--- config.mk ---
export PLATFORM = sky130hd
export DESIGN_NAME = ysyx_23060201_ifu
export DESIGN_NICKNAME = d
export VERILOG_FILES = /design/src/rtl/ysyx_23060201_pkg.sv /design/src/rtl/ysyx_23060201_ifu.sv
export SDC_FILE = /design/constraint.sdc
export NUM_CORES = 1
export LEC_CHECK = 0
export ABC_AREA = 1
export CAP_MARGIN = 15
export CORE_UTILIZATION = 42
export CTS_CLUSTER_SIZE = 28
export DETAILED_ROUTE_END_ITERATION = 16
export GPL_ROUTABILITY_DRIVEN = 0
export PLACE_DENSITY = 0.75
export SYNTH_ARGS = -nofsm -noshare
export SYNTH_HDL_FRONTEND = slang
export SYNTH_SLANG_ARGS = --single-unit
--- constraint.sdc ---
create_clock -name clk -period 1.4 [get_ports clk]
set_input_delay 0.14 -clock clk [delete_from_list [all_inputs] [get_ports clk]]
set_output_delay 0.14 -clock clk [all_outputs]
set_load 0.03 [all_outputs]
--- src/rtl/ysyx_23060201_pkg.sv ---
// Shared types and constants for the ysyx_23060201 NPC front end.
// Holds the IFU state encoding, the AXI response code and the default reset PC.
package ysyx_23060201_pkg;

  typedef enum logic [2:0] {
    S_IDLE,
    S_ADDR,
    S_DATA,
    S_ISSUE,
    S_WAIT,
    S_ERR
  } state_t;

  localparam logic [1:0]  RESP_OKAY        = 2'b00;
  localparam logic [31:0] DEFAULT_RESET_PC = 32'h8000_0000;
  localparam int          DEFAULT_CNT_W    = 64;

  // Instructions are word aligned; only the two low PC bits matter here.
  function automatic logic pc_aligned(input logic [1:0] pc_lsb);
    return pc_lsb == 2'b00;
  endfunction

endpackage

--- src/rtl/ysyx_23060201_ifu.sv ---
// Non-pipelined instruction fetch unit: owns the PC, fetches one word over AXI-lite AR/R,
// hands it to the IDU and waits for the EXU's next PC before fetching again.
module ysyx_23060201_ifu
  import ysyx_23060201_pkg::*;
#(
  parameter logic [31:0] RESET_PC = DEFAULT_RESET_PC,
  parameter int          CNT_W    = DEFAULT_CNT_W
) (
  input  logic             clk,
  input  logic             rst,
  output logic [31:0]      araddr,
  output logic             arvalid,
  input  logic             arready,
  input  logic [31:0]      rdata,
  input  logic [1:0]       rresp,
  input  logic             rvalid,
  output logic             rready,
  output logic [31:0]      inst,
  output logic [31:0]      inst_pc,
  output logic             inst_valid,
  input  logic             inst_ready,
  input  logic [31:0]      dnpc,
  input  logic             dnpc_valid,
  output logic             fetch_err,
  output logic [CNT_W-1:0] fetch_cnt
);

  localparam logic [CNT_W-1:0] CNT_ONE = {{(CNT_W-1){1'b0}}, 1'b1};

  state_t           r_state;
  logic [31:0]      r_pc;
  logic [31:0]      r_inst;
  logic [31:0]      r_inst_pc;
  logic             r_fetch_err;
  logic [CNT_W-1:0] r_fetch_cnt;

  logic w_ar_fire;
  logic w_r_fire;
  logic w_inst_fire;

  // Handshake outputs are pure decodes of the registered state, so they never glitch.
  assign arvalid    = (r_state == S_ADDR);
  assign rready     = (r_state == S_DATA);
  assign inst_valid = (r_state == S_ISSUE);
  assign araddr     = r_pc;
  assign inst       = r_inst;
  assign inst_pc    = r_inst_pc;
  assign fetch_err  = r_fetch_err;
  assign fetch_cnt  = r_fetch_cnt;

  assign w_ar_fire   = arvalid & arready;
  assign w_r_fire    = rvalid & rready;
  assign w_inst_fire = inst_valid & inst_ready;

  // NOTE: every register below uses <= so all of them see the pre-edge values of each
  // other; a blocking = here would make the result depend on statement order.
  always_ff @(posedge clk) begin
    if (rst) begin
      r_state     <= S_IDLE;
      r_pc        <= RESET_PC;
      r_inst      <= '0;
      r_inst_pc   <= '0;
      r_fetch_err <= 1'b0;
      r_fetch_cnt <= '0;
    end else begin
      case (r_state)
        S_IDLE: r_state <= S_ADDR;

        S_ADDR: begin
          if (w_ar_fire) r_state <= S_DATA;
        end

        S_DATA: begin
          if (w_r_fire) begin
            if (rresp == RESP_OKAY) begin
              r_inst    <= rdata;
              r_inst_pc <= r_pc;
              r_state   <= S_ISSUE;
            end else begin
              r_fetch_err <= 1'b1;
              r_state     <= S_ERR;
            end
          end
        end

        S_ISSUE: begin
          if (w_inst_fire) begin
            r_fetch_cnt <= r_fetch_cnt + CNT_ONE;
            r_state     <= S_WAIT;
          end
        end

        S_WAIT: begin
          if (dnpc_valid) begin
            if (pc_aligned(dnpc[1:0])) begin
              r_pc    <= dnpc;
              r_state <= S_ADDR;
            end else begin
              r_fetch_err <= 1'b1;
              r_state     <= S_ERR;
            end
          end
        end

        S_ERR: r_state <= S_ERR;

        default: r_state <= S_ERR;
      endcase
    end
  end

endmodule

Word level (Yosys, flattened, before mapping)
Cells that the tools add are included.

cells by class
  add/subtract/negate cells = 1
  equal/unequal tests = 10
  muxes and demuxes = 12
  bitwise logic cells = 3
  reductions and logical operators = 9

operators by type and width
  cell                     count
  $add A64 B1 Y64 const B  1
  $mux W3                  6
  $pmux W3 S5              1
  $eq A3 B2 Y1 const B     2
  $ne A2 B1 Y1 const B     3
  $ne A2 B2 Y1 const B     3
  $reduce_and A3 Y1        2
  $reduce_and A5 Y1        1
  $logic_not A2 Y1         2
  $mux W1                  4
  $reduce_and A4 Y1        1
  $and A1 B1 Y1            3
  $eq A3 B1 Y1 const B     1
  $eq A3 B3 Y1 const B     1
  $logic_not A3 Y1         1
  $pmux W1 S2              1
  $reduce_and A2 Y1        1
  $reduce_bool A2 Y1       1

word-level totals
  bits in registers = 164
  input port bits = 72
  output and inout port bits = 164
  logic and storage cells = 41

Logic depth before layout (Yosys ltp)
Gate-level depths: netlist (run 1).

  word-level depth = 4
  gate-level depth with buffers = 11
  gate-level depth less buffers = 11

Least setup slack after synthesis (run 1)
No wires, ideal clock.

  path kind = reg2reg
  from = register r_fetch_cnt[1] (netlist: fetch_cnt[1])
  to = register r_fetch_cnt[48] (netlist: fetch_cnt[48])
  setup time = 0.116 ns
  arrival time = 1.680 ns
  data required time = 1.284 ns
  slack = -0.396 ns
  stages on the path, launching flop included = 11
  buffers on the path = 0
  period minus slack after synthesis = 1.796 ns
  cells stage by stage = dfxtp_1 > ha_1 > nand2_1 > nor2_1 > nand2_2 > nor2_4 > nand3_1 > nor2_2 > nand3_1 > nand2_1 > nor2_1

between the ends
  longest elaborated chain between the ends = 1

ends and longest elaborated chain
  element                 line                     RTL
  from (decl)             ysyx_23060201_ifu.sv:35  logic [CNT_W-1:0] r_fetch_cnt;
  from (signal assigned)  ysyx_23060201_ifu.sv:88  r_fetch_cnt <= r_fetch_cnt + CNT_ONE;
  $add A64 B1 Y64         ysyx_23060201_ifu.sv:88

No other way between the ends.
A chain may end at the register's enable or synchronous reset.

Worst setup path after layout (run 1)
  from = register r_state[0]
  to = register r_pc[30] (netlist: araddr[30])

between the ends
  longest elaborated chain between the ends = 2

ends and longest elaborated chain
  element                      line                     RTL
  from (decl)                  ysyx_23060201_ifu.sv:30  state_t r_state;
  from (signal assigned)       ysyx_23060201_ifu.sv:59  r_state <= S_IDLE;
  from (signal assigned)       ysyx_23060201_ifu.sv:67  S_IDLE: r_state <= S_ADDR;
  from (signal assigned)       ysyx_23060201_ifu.sv:70  if (w_ar_fire) r_state <= S_DATA;
  $eq A3 B3 Y1                 ysyx_23060201_ifu.sv:66  case (r_state)
  $reduce_and A3 Y1 (no line)  --
  to (signal assigned)         ysyx_23060201_ifu.sv:96  r_pc <= dnpc;
  to (decl)                    ysyx_23060201_ifu.sv:31  logic [31:0] r_pc;

No other way between the ends.

==> results of run 1 <==
[worst register-to-register path: cells and delay by family, from the launching register on]
kind,cells,cell delay [ps]
buf+inv,4,530
simple gates,5,1000
flops,1,360
[per-stage QoR]
step	hold WS [ps]	total power [mW]	area, um^2	utilization, %	setup TNS (ps)
floorplan	253	5.81	7730	-	-3600
global placement	448	6.56	11400	65.5	-24830
detailed placement	452	6.58	11400	65.5	-29600
CTS	164	11.8	13600	78.4	-15110
global route	195	12.7	14600	84.4	-40810
finish	208	12.5	14700	84.4	-31050
[power groups by stage]
| stage | Sequential (mW) | Combinational [mW] | Clock (mW) |
|---|---|---|---|
| 2_1_floorplan | 5.11 | 0.694 | 0 |
| 3_3_place_gp | 4.97 | 1.60 | 0 |
| 3_5_place_dp | 4.97 | 1.61 | 0 |
| 4_1_cts | 4.90 | 2.34 | 4.57 |
| 5_1_grt | 4.95 | 2.98 | 4.82 |
| 6_report | 4.94 | 2.90 | 4.62 |
[synthesized netlist by cell type]
cell	instances
nand2_1	234
nand2_2	6
xor2_1	5
nor2_2	14
ha_1	1
buf_4	4
and2_1	1
o21ai_0	46
nand2_4	2
dfxtp_1	164
and3_1	2
buf_1	3
clkbuf_1	29
o31ai_1	1
inv_1	79
nor2b_1	1
nor3_2	3
a21oi_1	99
o21a_1	4
buf_2	4
nor2_4	6
nand4_1	21
buf_6	6
nor3b_1	2
xnor2_1	2
nor3b_2	1
nor3_4	1
nor3_1	16
a31oi_1	2
nand3_1	127
nor2_1	214
[layout make-up]
| type | instances | area (um^2) | share of cell area, % |
|---|---|---|---|
| Inverter | 79 | 319 | 2.18 |
| Clock inverter | 12 | 123 | 0.837 |
| Timing Repair Buffer | 468 | 4590 | 31.3 |
| Tap cell | 225 | 282 | 1.92 |
| Sequential cell | 164 | 3400 | 23.2 |
| Clock buffer | 18 | 429 | 2.93 |
| Antenna cell | 1 | 2.50 | 0.0171 |
| Multi-Input combinational cell | 813 | 5500 | 37.6 |
[cells in the final DEF, fill, tap and decap left out, drive strengths merged, types with 5 or more instances in the layout]
cell type      netlist  final
dfxtp              164    164
clkdlybuf4s15        0     44
nand2              242    244
nor2               234    234
nor3                20     20
a21oi               99     99
clkbuf              29     44
buf                 17    241
o21ai               46     46
xor2                 5      5
nand3              127    127
nand4               21     21
inv                 79     86
dlygate4sd2          0     88
clkdlybuf4s50        0     68
[worst max path at each step]
stage | startpoint | depth (start not counted) | slack (ps) | to
after floorplan | r_state[2] | 10 | -160 | r_state[1]
after global placement | inst_ready | 8 | -350 | fetch_cnt[4]
after detailed placement | inst_ready | 8 | -410 | fetch_cnt[4]
after CTS | fetch_cnt[0] | 10 | -220 | fetch_cnt[44]
after global routing | r_state[0] | 9 | -630 | araddr[30]
final | r_state[0] | 9 | -640 | araddr[30]
[timing repair]
action	in CTS	in global routing
gates cloned	20	7
setup endpoints to repair	321	198
setup buffers	45	23
pin swaps	104	101
hold buffers	0	0
hold endpoints to repair	0	0
gates resized for setup	494	362
[flip-flops by register name, indices dropped and copies added (netlist names)]
signal     flops
fetch_cnt     64
r_state        3
fetch_err      1
araddr        32
inst          32
inst_pc       32
[cells by family after synthesis]
family | Yosys count | synth area share [%]
AOI/OAI and AO/OA | 152 | 10.3
xor gates and xnor gates | 7 | 0.816
adders and majority gates | 1 | 0.167
buffers and inverters | 125 | 7.11
DFF | 164 | 43.7
and+or+nand+nor | 651 | 37.9
[routing by layer]
| metal | wire (um) | share of wire, % | vias to the layer above | global-route usage (%) |
|---|---|---|---|---|
| met2 | 18700 | 47 | 771 | 59.5 |
| met5 | 33 | 0.083 | - | 0 |
| li1 | - | - | 4487 | - |
| met1 | 14000 | 35 | 4819 | 39.3 |
| met4 | 2830 | 7.2 | 4 | 17.8 |
| met3 | 4060 | 10 | 241 | 6.51 |
==> flow_metrics.py, run 1 <==
metrics = {
    "status": {
        "status": "finished with violations",
        "violations": "negative setup slack",
    },
    "power": {
        "ir_drop_uv": 935,
        "p_int_mw": 8.56,
        "comb_power_share_pct": 23.3,
        "p_switching_mw": 3.90,
        "p_clk_share_pct": 37.0,
        "seq_power_share_pct": 39.7,
        "power.share.switching_pct": 31.3,
        "p_leak_nw": 5.91,
        "powerDensity_nw_per_um2": 851,
    },
    "timing": {
        "fin_ws_ps": -638,
        "hold_viol": 0,
        "slew_headroom_pct": 50.8,
        "drv_slew": 0,
        "rsz0062_at_grt": "true",
        "worst_slew_pin_slew_ps": 738,
        "clock.fmax_ghz": 0.491,
        "fin_crit_sh_pct": 146,
        "fin_skew_ps": 10.1,
        "setup-violations-final": 189,
        "period_minus_slack_ps": 2040,
    },
    "routing": {
        "drt_iter0_drc": 968,
        "antenna_left": 0,
        "wl_um": 39600,
        "drt-pass1-iter-count": 5,
        "drc": 0,
        "avgViaCountPerCell": 5.80,
        "vias": 10300,
        "wl_per_cell_um": 22.2,
    },
    "setup_path": {
        "cp_max_fo": 6,
        "cp_data_arrival_time_ps": 2310,
        "worstSetupPathType": "reg2reg",
        "r2r-start": "r_state[0]",
        "crit_family": "simple AND/OR/NAND/NOR gates",
        "worst_setup_path_end_kind": "flip-flop",
        "critPathLaunchType": "flip-flop",
        "reg2reg_to": "araddr[30]",
        "crit_chain": "buf_6 > inv_6 > nand2_4 > nor2_4 > nand3_4 > inv_8 > buf_12 > nor2_2 > nor2_1",
        "slowest_delay_ps": 470,
        "crit_path_top_delay_cell": "nor2_1",
        "worst_r2r_path_depth": 9,
        "critPathRequiredTime_ps": 1670,
        "rrSetupSlack_ps": -640,
        "crit_buf_inv": 4,
    },
    "worst_hold_path": {
        "worstHoldEndpoint": "fetch_cnt[18]",
        "worstHoldStart": "rst",
        "hold_class": "in2reg",
        "whs_path_depth": 3,
    },
    "synth": {
        "synth_cell_types": 31,
        "synth_area_per_cell_um2": 6.83,
        "syn_inst": 1100,
        "syn_area_um2": 7510,
        "yosys.area.top_type": "dfxtp_1",
        "synthTopCellsByArea": "dfxtp_1 44%, nand2_1 12%, nor2_1 11%",
        "synth_top_area_share_pct": 43.7,
        "synthesis.nets": 1173,
        "synth.yosys.seq_area_share_pct": 43.7,
        "yosys_warnings": 0,
        "synth_seq_cells": 164,
    },
    "clock_network": {
        "clk_root_buffer_cell": "clkbuf_16",
        "clk-insertion-delay-late_ps": 430,
        "h-tree-depth": 4,
        "clk_pin_slew_worst_paths_ps": 70,
        "tritoncts": "done",
        "clk_path_buf_depth": 2,
        "clkSinkCount": 164,
        "cts_buffers": 17,
    },
    "finish": {
        "final_cells": 1780,
        "drive_above_1_share_pct": 47.2,
        "area_delta_synth_final_pct": 95.1,
        "finalNetCount": 1616,
        "nFillCells": 839,
    },
    "placed_design": {
        "io_buffers": 235,
        "hpwl_um": 18700,
        "dp_slack_ps": -405,
        "dp.cells": 1667,
    },
    "global_routing": {
        "grt_pass1_wl_um": 48500,
        "grt_pass1_vias": 9333,
        "grt_max_degree": 74,
        "antenna_found_initial": 2,
        "grt_use_total_pct": 34.1,
        "grt-ovfl-total": 0,
    },
    "floorplanning": {
        "rows": 48,
        "coreArea_um2": 17400,
        "die_x_um": 136,
        "initial_utilization_pct": 43.3,
        "io_pins": 236,
        "die_h_um": 136,
        "die-area_um2": 18400,
    },
    "job": {
        "cap_violations": 0,
    },
}
Power figures use the tool's default switching activity.
==> run 2, diff against run 1 <==
Settings changed: CAP_MARGIN 15 to 20.
==> results of run 2 <==
Same layout as run 1: the final DEF is identical, and so are final timing and power.
==> run 3, diff against run 2 <==
Settings changed: REMOVE_ABC_BUFFERS from default to 1.
==> run 3 against run 2 <==
Total power grew 1.1%. The flow still finishes with violations (negative setup slack). Fmax rose by 14%. Register-to-register slack better by 250 ps. Sequential power barely moved. Largest cell class unchanged. Worst hold slack worse by 6.0 ps. First-iteration DRC count increased by 28%. Routed wire length rose by 4.3%. Final cell count increased by 0.79%.
==> flow_metrics.py, run 3 (same netlist as run 1, synthesis figures left out) <==
metrics = {
    "status": {
        "status": "finished with violations",
        "violations": "negative setup slack",
    },
    "clock_network": {
        "clk_root_buffer_cell": "clkbuf_16",
        "clk_pin_slew_worst_paths_ps": 70,
        "h-tree-depth": 4,
        "clk-insertion-delay-late_ps": 440,
        "clk_path_buf_depth": 2,
        "cts_buffers": 17,
        "tritoncts": "done",
        "clkSinkCount": 164,
    },
    "routing": {
        "drc": 0,
        "wl_um": 41300,
        "vias": 10700,
        "avgViaCountPerCell": 5.94,
        "drt-pass1-iter-count": 6,
        "antenna_left": 0,
        "wl_per_cell_um": 23.0,
        "drt_iter0_drc": 1242,
    },
    "floorplanning": {
        "die-area_um2": 18400,
        "io_pins": 236,
        "rows": 48,
        "initial_utilization_pct": 43.3,
        "coreArea_um2": 17400,
        "die_x_um": 136,
        "die_h_um": 136,
    },
    "setup_path": {
        "critical_path_depth": 8,
        "worstSetupStartpoint": "fetch_cnt[26]",
        "r2r-start": "fetch_cnt[26]",
        "crit_family": "simple AND/OR/NAND/NOR gates",
        "slowest_delay_ps": 420,
        "cp_max_fo": 4,
        "crit_chain": "buf_4 > nand4_1 > nor2_1 > nand3_1 > nor2_4 > nand2_1 > o21ai_1 > nor2_1",
        "critPathLaunchType": "flip-flop",
        "crit_buf_inv": 1,
        "critPathRequiredTime_ps": 1690,
        "worstSetupPathType": "reg2reg",
        "cp_data_arrival_time_ps": 2080,
        "crit_top_cell": "nor2_1",
        "crit_path_top_delay_cell": "dfxtp_2",
        "worst_setup_path_end_kind": "flip-flop",
        "worst_r2r_path_depth": 8,
    },
    "power": {
        "p_int_mw": 8.74,
        "p_leak_nw": 5.72,
        "p_clk_share_pct": 38.3,
        "powerDensity_nw_per_um2": 857,
        "p_switching_mw": 3.86,
        "ir_drop_uv": 909,
        "total_power_mw": 12.6,
        "seq_power_share_pct": 39.5,
        "power.share.switching_pct": 30.7,
        "comb_power_share_pct": 22.2,
    },
    "timing": {
        "slew_headroom_pct": 54.7,
        "setup_tns_ps": -24130,
        "worst_slew_pin_slew_ps": 679,
        "drv_slew": 0,
        "hold_viol": 0,
        "period_minus_slack_ps": 1790,
        "rsz0062_at_grt": "true",
        "hold_ws_ps": 202,
        "fin_skew_ps": 16.8,
        "setup-violations-final": 155,
        "fin_ws_ps": -385,
        "clock.fmax_ghz": 0.560,
        "fin_crit_sh_pct": 128,
    },
    "global_routing": {
        "grt_use_total_pct": 37.1,
        "grt_pass1_vias": 9882,
        "grt_max_degree": 88,
        "grt_pass1_wl_um": 52400,
        "grt-ovfl-total": 0,
        "antenna_found_initial": 1,
    },
    "finish": {
        "drive_above_1_share_pct": 48.6,
        "final_cells": 1794,
        "final_common_cell": "buf_4",
        "area_delta_synth_final_pct": 95.8,
        "largest_reg_flops": 64,
        "finalNetCount": 1628,
        "layout_common_cells": "173 x buf_4, 159 x nor2_1, 145 x nand2_1",
    },
    "placed_design": {
        "dp_slack_ps": -367,
        "io_buffers": 235,
        "dp.cells": 1693,
        "hpwl_um": 19500,
    },
    "job": {
        "cap_violations": 0,
    },
    "worst_hold_path": {
        "hold_class": "in2reg",
        "whs_path_depth": 3,
        "worstHoldStart": "rvalid",
    },
}
[run 3: cell type report]
type	count	area, um^2
multi-input cells	813	5630
repair buffers	480	4550
flip-flops and latches	164	3340
fillers	867	2660
clock buffers	18	429
inverters	79	314
well taps	225	282
clock inverters	13	151
diodes	2	5.00
[run 3: through the flow]
stage          instance area [um^2]  utilization [%]
2_1_floorplan                  7270                -
3_3_place_gp                  11400             65.7
3_5_place_dp                  11400             65.7
4_1_cts                       13900             80.0
5_1_grt                       14700             84.7
6_report                      14700             84.7
[run 3: repair_timing]
item,CTS,global route
pin swaps,96,95
hold buffers,0,0
buffers inserted,43,28
gates resized for setup,585,401
gates cloned,18,1
endpoints found under the setup margin,318,209
[run 3: path summary, 6_finish.rpt]
| kind | end | slack, ps |
|---|---|---|
| setup / recovery | fetch_cnt[43] | -390 |
| hold / removal | inst_pc[20] | 200 |
| setup reg to reg | fetch_cnt[43] | -390 |
| hold reg to reg | fetch_err | 460 |
[run 3: power by group through the flow]
stage	combinational (mW)	sequential, mW	clock, mW
2_1_floorplan	0.572	5.14	0
3_3_place_gp	1.70	4.98	0
3_5_place_dp	1.72	4.99	0
4_1_cts	2.49	4.94	4.73
5_1_grt	2.91	4.98	4.98
6_report	2.80	4.97	4.82
[run 3: worst reg2reg max path: cells and delay by family, from the launching register on]
kind	cells	cell delay, ps
AOI/OAI and AO/OA	1	140
buffers and inverters	1	140
DFF	1	420
and+or+nand+nor	6	960
[run 3: per-layer routing]
layer | vias up | GRT usage, % | part of all wire (%)
li1 | 4504 | - | -
met2 | 913 | 64.7 | 48
met1 | 4928 | 40.9 | 33
met4 | 0 | 20.0 | 7.6
met3 | 313 | 9.88 | 12
met5 | - | 0 | 0
